--- config.mk ---
export PLATFORM = sky130hd
export DESIGN_NAME = draw_pipes_flat
export DESIGN_NICKNAME = d
export VERILOG_FILES = /design/src/rtl/draw_pipes_if.sv /design/src/rtl/draw_pipes.sv /design/src/flat_wrapper.sv
export SDC_FILE = /design/constraint.sdc
export NUM_CORES = 1
export LEC_CHECK = 0
export CAP_MARGIN = 25
export CORE_ASPECT_RATIO = 1.2
export CORE_MARGIN = 2
export CORE_UTILIZATION = 60
export DETAILED_ROUTE_END_ITERATION = 10
export GPL_TIMING_DRIVEN = 0
export HOLD_SLACK_MARGIN = 0.03
export PLACE_DENSITY = 0.76
export SYNTH_ARGS = -nofsm -noshare
export SYNTH_HDL_FRONTEND = slang
export SYNTH_SLANG_ARGS = --single-unit
--- constraint.sdc ---
create_clock -name clk -period 6.1 [get_ports clk]
set_input_delay 1.22 -clock clk [delete_from_list [all_inputs] [get_ports clk]]
set_output_delay 1.22 -clock clk [all_outputs]
set_load 0.005 [all_outputs]
--- src/rtl/draw_pipes_if.sv ---
// vga_if: VGA raster position shared between the timing generator and the
// layer drawers.
//   hcount [10:0]  current pixel column
//   vcount [10:0]  current line
// Modports:
//   out  driven by the timing generator
//   in   read by drawers such as draw_pipes
interface vga_if;
  logic [10:0] hcount;
  logic [10:0] vcount;

  modport out (output hcount, output vcount);
  modport in  (input  hcount, input  vcount);
endinterface

--- src/rtl/draw_pipes.sv ---
// draw_pipes: overlay layer that draws N_PIPES scrolling pipe pairs. Each
// pipe is a PIPE_W wide column with a GAP_H tall opening. Pipes move left
// SPEED px per frame tick. When a pipe leaves the screen it wraps to the
// right with a new pseudo-random gap height. score_pulse fires once when a
// pipe's right edge passes BIRD_X.
//
// Ports:
//   clk          pixel clock
//   rst          synchronous, active-high reset
//   vin          raster position (vga_if.in)
//   run          1 = pipes scroll on frame ticks, 0 = positions frozen
//   rgb [11:0]   pixel colour, registered, meaningful when valid = 1
//   valid        pixel belongs to a pipe (registered, 1 clk latency)
//   score_pulse  one-clock pulse in the cycle after a scoring tick
//
// Build option:
//   PIPE_CAP_EN  when defined, each pipe also draws a 16 px lip directly above
//                and directly below its gap. The lip is 4 px wider than the
//                body on each side and uses colour 12'h070.
module draw_pipes #(
  parameter int          N_PIPES      = 3,
  parameter int          SCREEN_W     = 800,
  parameter int          SCREEN_H     = 600,
  parameter int          PIPE_W       = 80,
  parameter int          PIPE_SPACING = 300,
  parameter int          SPEED        = 2,
  parameter int          GAP_H        = 160,
  parameter int          GAP_MIN      = 100,
  parameter int          GAP_MASK     = 255,
  parameter int          BIRD_X       = 200,
  parameter logic [11:0] PIPE_COLOR   = 12'h0F0,
  parameter logic [7:0]  LFSR_SEED    = 8'hA5
) (
  input  logic        clk,
  input  logic        rst,
  vga_if.in           vin,
  input  logic        run,
  output logic [11:0] rgb,
  output logic        valid,
  output logic        score_pulse
);

  // All x arithmetic is 13-bit signed. That is wide enough for a left edge
  // in -PIPE_W..N_PIPES*PIPE_SPACING plus PIPE_W, with no overflow.
  localparam logic signed [12:0] PW_S     = 13'(PIPE_W);
  localparam logic signed [12:0] SPD_S    = 13'(SPEED);
  localparam logic signed [12:0] WRAP_S   = 13'(N_PIPES * PIPE_SPACING);
  localparam logic signed [12:0] BX_S     = 13'(BIRD_X);
  localparam logic [11:0]        GAP_H_V  = 12'(GAP_H);
  localparam logic [9:0]         GAP_MIN_V  = 10'(GAP_MIN);
  localparam logic [7:0]         GAP_MASK_V = 8'(GAP_MASK);
`ifdef PIPE_CAP_EN
  localparam logic [11:0]        CAP_H_V   = 12'd16;
  localparam logic signed [12:0] LIP_OUT_S = 13'sd4;
  localparam logic [11:0]        LIP_COLOR = 12'h070;
`endif

  logic signed [11:0] x_q     [N_PIPES];
  logic signed [11:0] x_d     [N_PIPES];
  logic [9:0]         gap_y_q [N_PIPES];
  logic [9:0]         gap_y_d [N_PIPES];
  logic [7:0]         lfsr_q, lfsr_d;
  logic [11:0]        rgb_q, rgb_d;
  logic               valid_q, valid_d;
  logic               score_pulse_q, score_pulse_d;

  logic               tick;
  logic signed [12:0] hc_s;
  logic [11:0]        vc_u;

  // The frame tick is the first pixel of the first blanking line.
  assign tick = (vin.vcount == 11'(SCREEN_H)) && (vin.hcount == 11'd0);
  assign hc_s = $signed({2'b00, vin.hcount});
  assign vc_u = {1'b0, vin.vcount};

  // Motion, wrap and scoring.
  always_comb begin : motion
    logic signed [12:0] x_old;
    logic signed [12:0] x_new;
    // NOTE: every combinational output gets a default before any branch, so
    // no path leaves a variable unassigned and no latch is inferred.
    x_d           = x_q;
    gap_y_d       = gap_y_q;
    score_pulse_d = 1'b0;
    x_old         = '0;
    x_new         = '0;
    // Galois LFSR, x^8+x^6+x^5+x^4+1 in right-shift form (toggle mask 0xB8).
    lfsr_d = {1'b0, lfsr_q[7:1]} ^ (lfsr_q[0] ? 8'hB8 : 8'h00);

    if (tick && run) begin
      for (int i = 0; i < N_PIPES; i++) begin
        x_old = 13'(x_q[i]);
        x_new = x_old - SPD_S;
        if (x_new <= -PW_S) begin
          x_d[i]     = 12'(x_new + WRAP_S);
          gap_y_d[i] = GAP_MIN_V + {2'b00, lfsr_q & GAP_MASK_V};
        end else begin
          x_d[i] = 12'(x_new);
        end
        // Several pipes crossing on the same tick are OR-ed into one pulse.
        if ((x_old + PW_S > BX_S) && (x_new + PW_S <= BX_S)) begin
          score_pulse_d = 1'b1;
        end
      end
    end
  end

  // Pixel classification against the registered pipe state. The loop runs
  // from the highest index down, so the lowest-index pipe is written last
  // and wins where pipes overlap.
  always_comb begin : draw
    logic signed [12:0] xl;
    logic [11:0]        gt;
    logic [11:0]        gb;
    logic               body;
    logic               any_hit;
    logic               in_screen;
    logic [11:0]        pix;
`ifdef PIPE_CAP_EN
    logic               lip;
    lip = 1'b0;
`endif
    xl      = '0;
    gt      = '0;
    gb      = '0;
    body    = 1'b0;
    any_hit = 1'b0;
    pix     = '0;

    for (int i = N_PIPES - 1; i >= 0; i--) begin
      xl   = 13'(x_q[i]);
      gt   = {2'b00, gap_y_q[i]};
      gb   = gt + GAP_H_V;
      body = (hc_s >= xl) && (hc_s < xl + PW_S) && ((vc_u < gt) || (vc_u >= gb));
`ifdef PIPE_CAP_EN
      // GAP_MIN >= CAP_H, so gt - CAP_H_V never underflows.
      lip = (hc_s >= xl - LIP_OUT_S) && (hc_s < xl + PW_S + LIP_OUT_S) &&
            (((vc_u >= gt - CAP_H_V) && (vc_u < gt)) ||
             ((vc_u >= gb) && (vc_u < gb + CAP_H_V)));
      if (lip) begin
        any_hit = 1'b1;
        pix     = LIP_COLOR;
      end else if (body) begin
        any_hit = 1'b1;
        pix     = PIPE_COLOR;
      end
`else
      if (body) begin
        any_hit = 1'b1;
        pix     = PIPE_COLOR;
      end
`endif
    end

    in_screen = (vin.hcount < 11'(SCREEN_W)) && (vin.vcount < 11'(SCREEN_H));
    valid_d   = in_screen && any_hit;
    rgb_d     = valid_d ? pix : 12'h000;
  end

  // NOTE: state is updated with non-blocking assignments. Then every flop
  // samples its _d value from before the edge, whatever the statement order.
  always_ff @(posedge clk) begin
    if (rst) begin
      // NOTE: the per-pipe arrays are a handful of flops, not a RAM, so they
      // are reset explicitly. The first frame then draws from a known layout.
      for (int i = 0; i < N_PIPES; i++) begin
        x_q[i]     <= 12'(SCREEN_W + i * PIPE_SPACING);
        gap_y_q[i] <= 10'(GAP_MIN + 64 * i);
      end
      lfsr_q        <= LFSR_SEED;
      rgb_q         <= 12'h000;
      valid_q       <= 1'b0;
      score_pulse_q <= 1'b0;
    end else begin
      x_q           <= x_d;
      gap_y_q       <= gap_y_d;
      lfsr_q        <= lfsr_d;
      rgb_q         <= rgb_d;
      valid_q       <= valid_d;
      score_pulse_q <= score_pulse_d;
    end
  end

  assign rgb         = rgb_q;
  assign valid       = valid_q;
  assign score_pulse = score_pulse_q;

endmodule

--- src/flat_wrapper.sv ---
// flat-port wrapper written by rule: the top's interface ports become plain ports
module draw_pipes_flat 
#(
  parameter int          N_PIPES      = 3,
  parameter int          SCREEN_W     = 800,
  parameter int          SCREEN_H     = 600,
  parameter int          PIPE_W       = 80,
  parameter int          PIPE_SPACING = 300,
  parameter int          SPEED        = 2,
  parameter int          GAP_H        = 160,
  parameter int          GAP_MIN      = 100,
  parameter int          GAP_MASK     = 255,
  parameter int          BIRD_X       = 200,
  parameter logic [11:0] PIPE_COLOR   = 12'h0F0,
  parameter logic [7:0]  LFSR_SEED    = 8'hA5
)
  (clk, rst, run, rgb, valid, score_pulse, vin_hcount, vin_vcount);
  vga_if vin_i ();
  input  logic clk;
  input  logic rst;
  input  logic run;
  output logic [11:0] rgb;
  output logic valid;
  output logic score_pulse;
  input wire logic [$bits(vin_i.hcount)-1:0] vin_hcount;
  input wire logic [$bits(vin_i.vcount)-1:0] vin_vcount;
  assign vin_i.hcount = vin_hcount;
  assign vin_i.vcount = vin_vcount;
  draw_pipes #(.N_PIPES(N_PIPES), .SCREEN_W(SCREEN_W), .SCREEN_H(SCREEN_H), .PIPE_W(PIPE_W), .PIPE_SPACING(PIPE_SPACING), .SPEED(SPEED), .GAP_H(GAP_H), .GAP_MIN(GAP_MIN), .GAP_MASK(GAP_MASK), .BIRD_X(BIRD_X), .PIPE_COLOR(PIPE_COLOR), .LFSR_SEED(LFSR_SEED)) u_core (.clk(clk), .rst(rst), .vin(vin_i), .run(run), .rgb(rgb), .valid(valid), .score_pulse(score_pulse));
endmodule
==> metrics.md <==
| Metric | Value |
|---|---|
| Pre-CTS WS | `around 1200 ps` |
| Share of total power in combinational logic | `roughly 12%` |
| Fraction of final layout cells with drive strength greater than 1 | `about 5.8%` |
| Final Cycle Share | `between 70% and 80%` |
| Worst setup skew after layout | `12.1 ps` |
| Filler cell count | `roughly 1,200` |
| Die Ht | `~130 um` |
| Launch instance of the worst min-delay path | `u_core.gap_y_q[10]$_SDFFE_PP0P_` |
| Die footprint | `14,400 um^2` |
| Area of the mapped netlist | `approximately 8000 um^2` |
| Total Neg Setup Slack | `0 ps` |
| Top achievable clock speed | `approximately 210 MHz` |
| Width of the chip | `between 100 and 150 um` |
| Number of flip-flops and latches in the synthesized netlist | `71` |
| Core area | `roughly 13,000 um^2` |
| Met2 Resource Use GR | `a little under three fifths` |
| Transition time of the tightest slew-check pin | `around 1100 ps` |
| Sequential share of power | `39.7%` |
| Number of buffers inserted by hold repair at cts | `0` |
| Setup crit end | `u_core.x_q[20]$_SDFFE_PP0P_` |
| Reg-to-Reg End | `u_core.x_q[20]$_SDFFE_PP0P_` |
| IR drop worst, VDD | `around 0.00014 V` |
| Setup repair after global routing missed its margin | `no` |
| Min-Delay Path Class | `flip-flop to flip-flop` |
| Setup bufs post-CTS | `0` |
| GRT Overall Usage | `32.7%` |
| Power per Cell Area | `134 nW/um^2` |
| Buffers on Ports | `29` |
| Worst hold slack | `roughly 460 ps` |
| Switching share of total power | `a little over a quarter` |
| Number of sinks handled by clock tree synthesis | `between 70 and 80` |
| Antenna violations before repair | `0` |
| Maximum fanout along the worst path | `10` |
| CP Capture Type | `flip-flop` |
| Final-report setup violation count | `0` |
| Global-route wire length before repair | `36.8 mm` |
| Routed len/inst | `between 15 and 20 um` |
| Number of synthesized flops with an enable pin | `0` |
| Remaining antenna violation count after routing | `0` |
| Final weighted congestion in routability-driven placement | `roughly 1` |
| Global route overflow | `0` |
| Pin count of the biggest net entering global routing | `15` |
| Routed via count divided by cell count | `around 6.2` |
| Yosys synthesis warning count | `0` |
| Switching power of the nets | `327 uW` |
| Clock network latency to the later pin of the worst-skew pair | `around 350 ps` |
| Final-report max-slew violation count | `0` |
| Hold Vio Cnt, Final | `0` |
| Sequential area share after synthesis | `~18%` |
| Internal power contribution | `866 uW` |
| Normalized max-slew margin | `26.0%` |
| TritonCTS buffer count | `9` |
| Maximum number of buffers from clock root to sink | `2` |
| First-iteration detailed-routing DRC count | `615` |
| Distinct cell type count after synthesis | `about 80` |
| Setup WS post-layout | `about 1400 ps` |
| Clock tree from TritonCTS | `yes` |
| Global routing usage on met1 | `about two fifths` |
| Worst-path clk slew | `70 ps` |
| Lkg Pwr | `0.00348 uW` |
| Clock H-tree levels | `3` |
| Cell with the biggest individual delay on the critical path | `nor3_2` |
| Final standard cell count with taps included and fillers excluded | `approximately 1,300` |
| Antenna diode count | `0` |
| Final routed wirelength across all metal layers | `23.2 mm` |
| Buffer type at the clock tree root | `clkbuf_16` |
| Start of the worst register-to-register path | `u_core.x_q[14]$_SDFFE_PP1P_` |
| Worst reg-to-reg setup slack | `2420 ps` |
| Critical-path cell list | `clkdlybuf4s50_1 -> nor4b_1 -> nand4_1 -> or4_1 -> buf_2 -> nor3_2 -> o2111ai_1 -> o211ai_1 -> xnor2_1 -> nor2_1` |
| Beginning of the critical path | `vin_vcount[1]` |
| Post-synthesis area per instance | `about 7.5 um^2` |
| Layout area overhead | `10.5%` |
| Predominant post-synthesis flop cell | `dfxtp_1` |
| Run status | `completed` |
| Critical Path Start Type | `primary input` |
| Worst r2r path cells | `13` |
| Most crowded layer after global routing | `met2` |
| Async S/R FF share, synth | `0%` |
| Number of vias after detailed routing | `between 8,000 and 9,000` |
| CP arrival | `roughly 4900 ps` |
| Nets | `~1,300` |
| Post-CTS sizing | `0` |
| Synthesized netlist cell count | `between 1,000 and 1,500` |
| Placed instance count | `~1,300` |
| First-pass DRT Iterations | `5` |
| Total I/O pin count | `39` |
| Number of design rule violations left after detail routing | `0` |
| Critical Path RT | `about 6300 ps` |
| Proportion of power drawn by the clock network | `48.1%` |
| Number of violations of the max-capacitance limit | `0` |
| Std-Cell Rows | `46` |
| Highest cell delay on the worst timing path | `about 740 ps` |
| Starting Density | `just over 60%` |
| Period minus WS final | `between 4000 and 5000 ps` |
| Kind of critical path | `primary input to flip-flop` |
| Met3 Use GR | `under 10%` |
| Number of global-route vias before repair | `between 7,000 and 8,000` |
| Post-detailed-placement half-perimeter wirelength | `17.5 mm` |
-- state kept, by name, indices dropped and copies added, names as in the netlist --
register,count
u_core.x_q,22
u_core.rgb,1
u_core.draw.gt,9
u_core.score_pulse,1
u_core.lfsr_q,8
u_core.valid,1
u_core.draw.xl,11
u_core.gap_y_q,18
-- cells in the mapped netlist, types with 4 or more instances --
master	count	share of area, %
a2111oi_0	6	0.65
a211o_1	13	1.4
a211oi_1	6	0.56
a21oi_1	73	4.5
a22oi_1	5	0.47
a311o_1	5	0.62
a31o_2	6	0.65
a31oi_1	17	1.3
and2_1	6	0.47
and3_1	9	0.70
buf_2	9	0.56
buf_4	11	1.0
clkbuf_1	40	1.9
dfxtp_1	71	18
ha_1	118	18
inv_1	76	3.5
mux2i_1	8	1.0
nand2_1	75	3.5
nand2b_1	20	1.6
nand3_1	19	1.2
nand4_1	14	1.1
nor2_1	97	4.5
nor2b_1	15	1.2
nor3_1	39	2.4
nor4_1	14	1.1
nor4b_1	5	0.54
o2111ai_1	7	0.76
o211ai_1	10	0.93
o21a_1	13	1.2
o21ai_0	65	4.0
o21ai_1	4	0.25
o22ai_1	4	0.31
o31ai_1	7	0.65
o32ai_1	5	0.54
or2_2	8	0.62
or3_1	9	0.70
or4_1	7	0.65
xnor2_1	67	7.3
xor2_1	18	2.0
-- per-stage QoR --
step	cell area [um^2]	power [uW]	util (%)
4_1_cts	8890	1190	67.5
2_1_floorplan	8070	564	-
6_report	8890	1190	67.5
3_5_place_dp	8580	628	65.1
3_3_place_gp	8570	624	65.0
5_1_grt	8890	1230	67.5
-- critical path, delay by kind of cell --
| family | cells | cell delay, ps |
|---|---|---|
| compound gates | 2 | 390 |
| xor+xnor | 1 | 140 |
| buf+inv | 2 | 790 |
| simple gates | 5 | 2310 |
-- worst min-delay path by stage --
| stage | end | slack [ps] | cells after the start |
|---|---|---|---|
| after floorplan | u_core.draw.gt[2]$_SDFFE_PP1P_ | 440 | 1 |
| final | u_core.gap_y_q[10]$_SDFFE_PP0P_ | 460 | 2 |
| after global routing | u_core.draw.gt[1]$_SDFFE_PP0P_ | 480 | 2 |
| after CTS | u_core.draw.gt[1]$_SDFFE_PP0P_ | 460 | 2 |
| after detailed placement | u_core.draw.gt[1]$_SDFFE_PP0P_ | 450 | 2 |
| after global placement | u_core.draw.gt[2]$_SDFFE_PP1P_ | 440 | 1 |
-- power groups by stage --
stage                     combinational, uW  sequential [uW]  clock (uW)
after CTS                               144              474         576
after floorplan                        80.7              483           0
final                                   145              474         574
after detailed placement                143              485           0
after global placement                  140              485           0
after global routing                    161              475         595
-- cell usage in the layout, fill, tap and decap left out, drive strengths merged, types with 6 or more instances in the layout --
cell           instances
ha                   118
nor2                  99
inv                   81
nand2                 76
a21oi                 73
dfxtp                 71
o21ai                 69
xnor2                 67
clkbuf                50
nor3                  40
clkdlybuf4s50         29
buf                   24
nand2b                20
nand3                 19
xor2                  18
a31oi                 17
nor2b                 15
nor4                  15
nand4                 14
a211o                 13
o21a                  13
o211ai                10
and3                   9
or3                    9
or2                    9
mux2i                  8
conb                   8
or4                    7
o31ai                  7
o2111ai                7
and2                   7
a31o                   6
a211oi                 6
a2111oi                6
o32ai                  6
-- per-layer routing --
layer	vias to the layer above	wire, um	share of wire (%)
met2	321	10800	47
li1	3948	-	-
met3	68	1600	6.9
met4	0	916	3.9
met1	3705	9880	43
met5	-	0	0
-- final cells by class --
cell class / instances / area, um^2 / area share [%]
clock buffer: 10 / 239 / 2.69
timing repair buffer: 30 / 295 / 3.32
buffer: 63 / 297 / 3.34
clock inverter: 6 / 72.6 / 0.816
tap: 168 / 210 / 2.36
multi-input combinational: 863 / 6060 / 68.2
inverter: 78 / 293 / 3.29
sequential: 71 / 1420 / 16.0
-- kinds of logic after synthesis --
kind of cell | after synthesis | synth area share, %
AOI/OAI and AO/OA | 281 | 23.2
muxes | 8 | 0.995
xor gates and xnor gates | 85 | 9.25
DFF | 71 | 17.7
and+or+nand+nor | 360 | 22.8
adders and majority gates | 121 | 18.7
buffers and inverters | 141 | 7.32
other | 1 | 0.0466
Note: power is estimated with default switching activity, not from simulation.
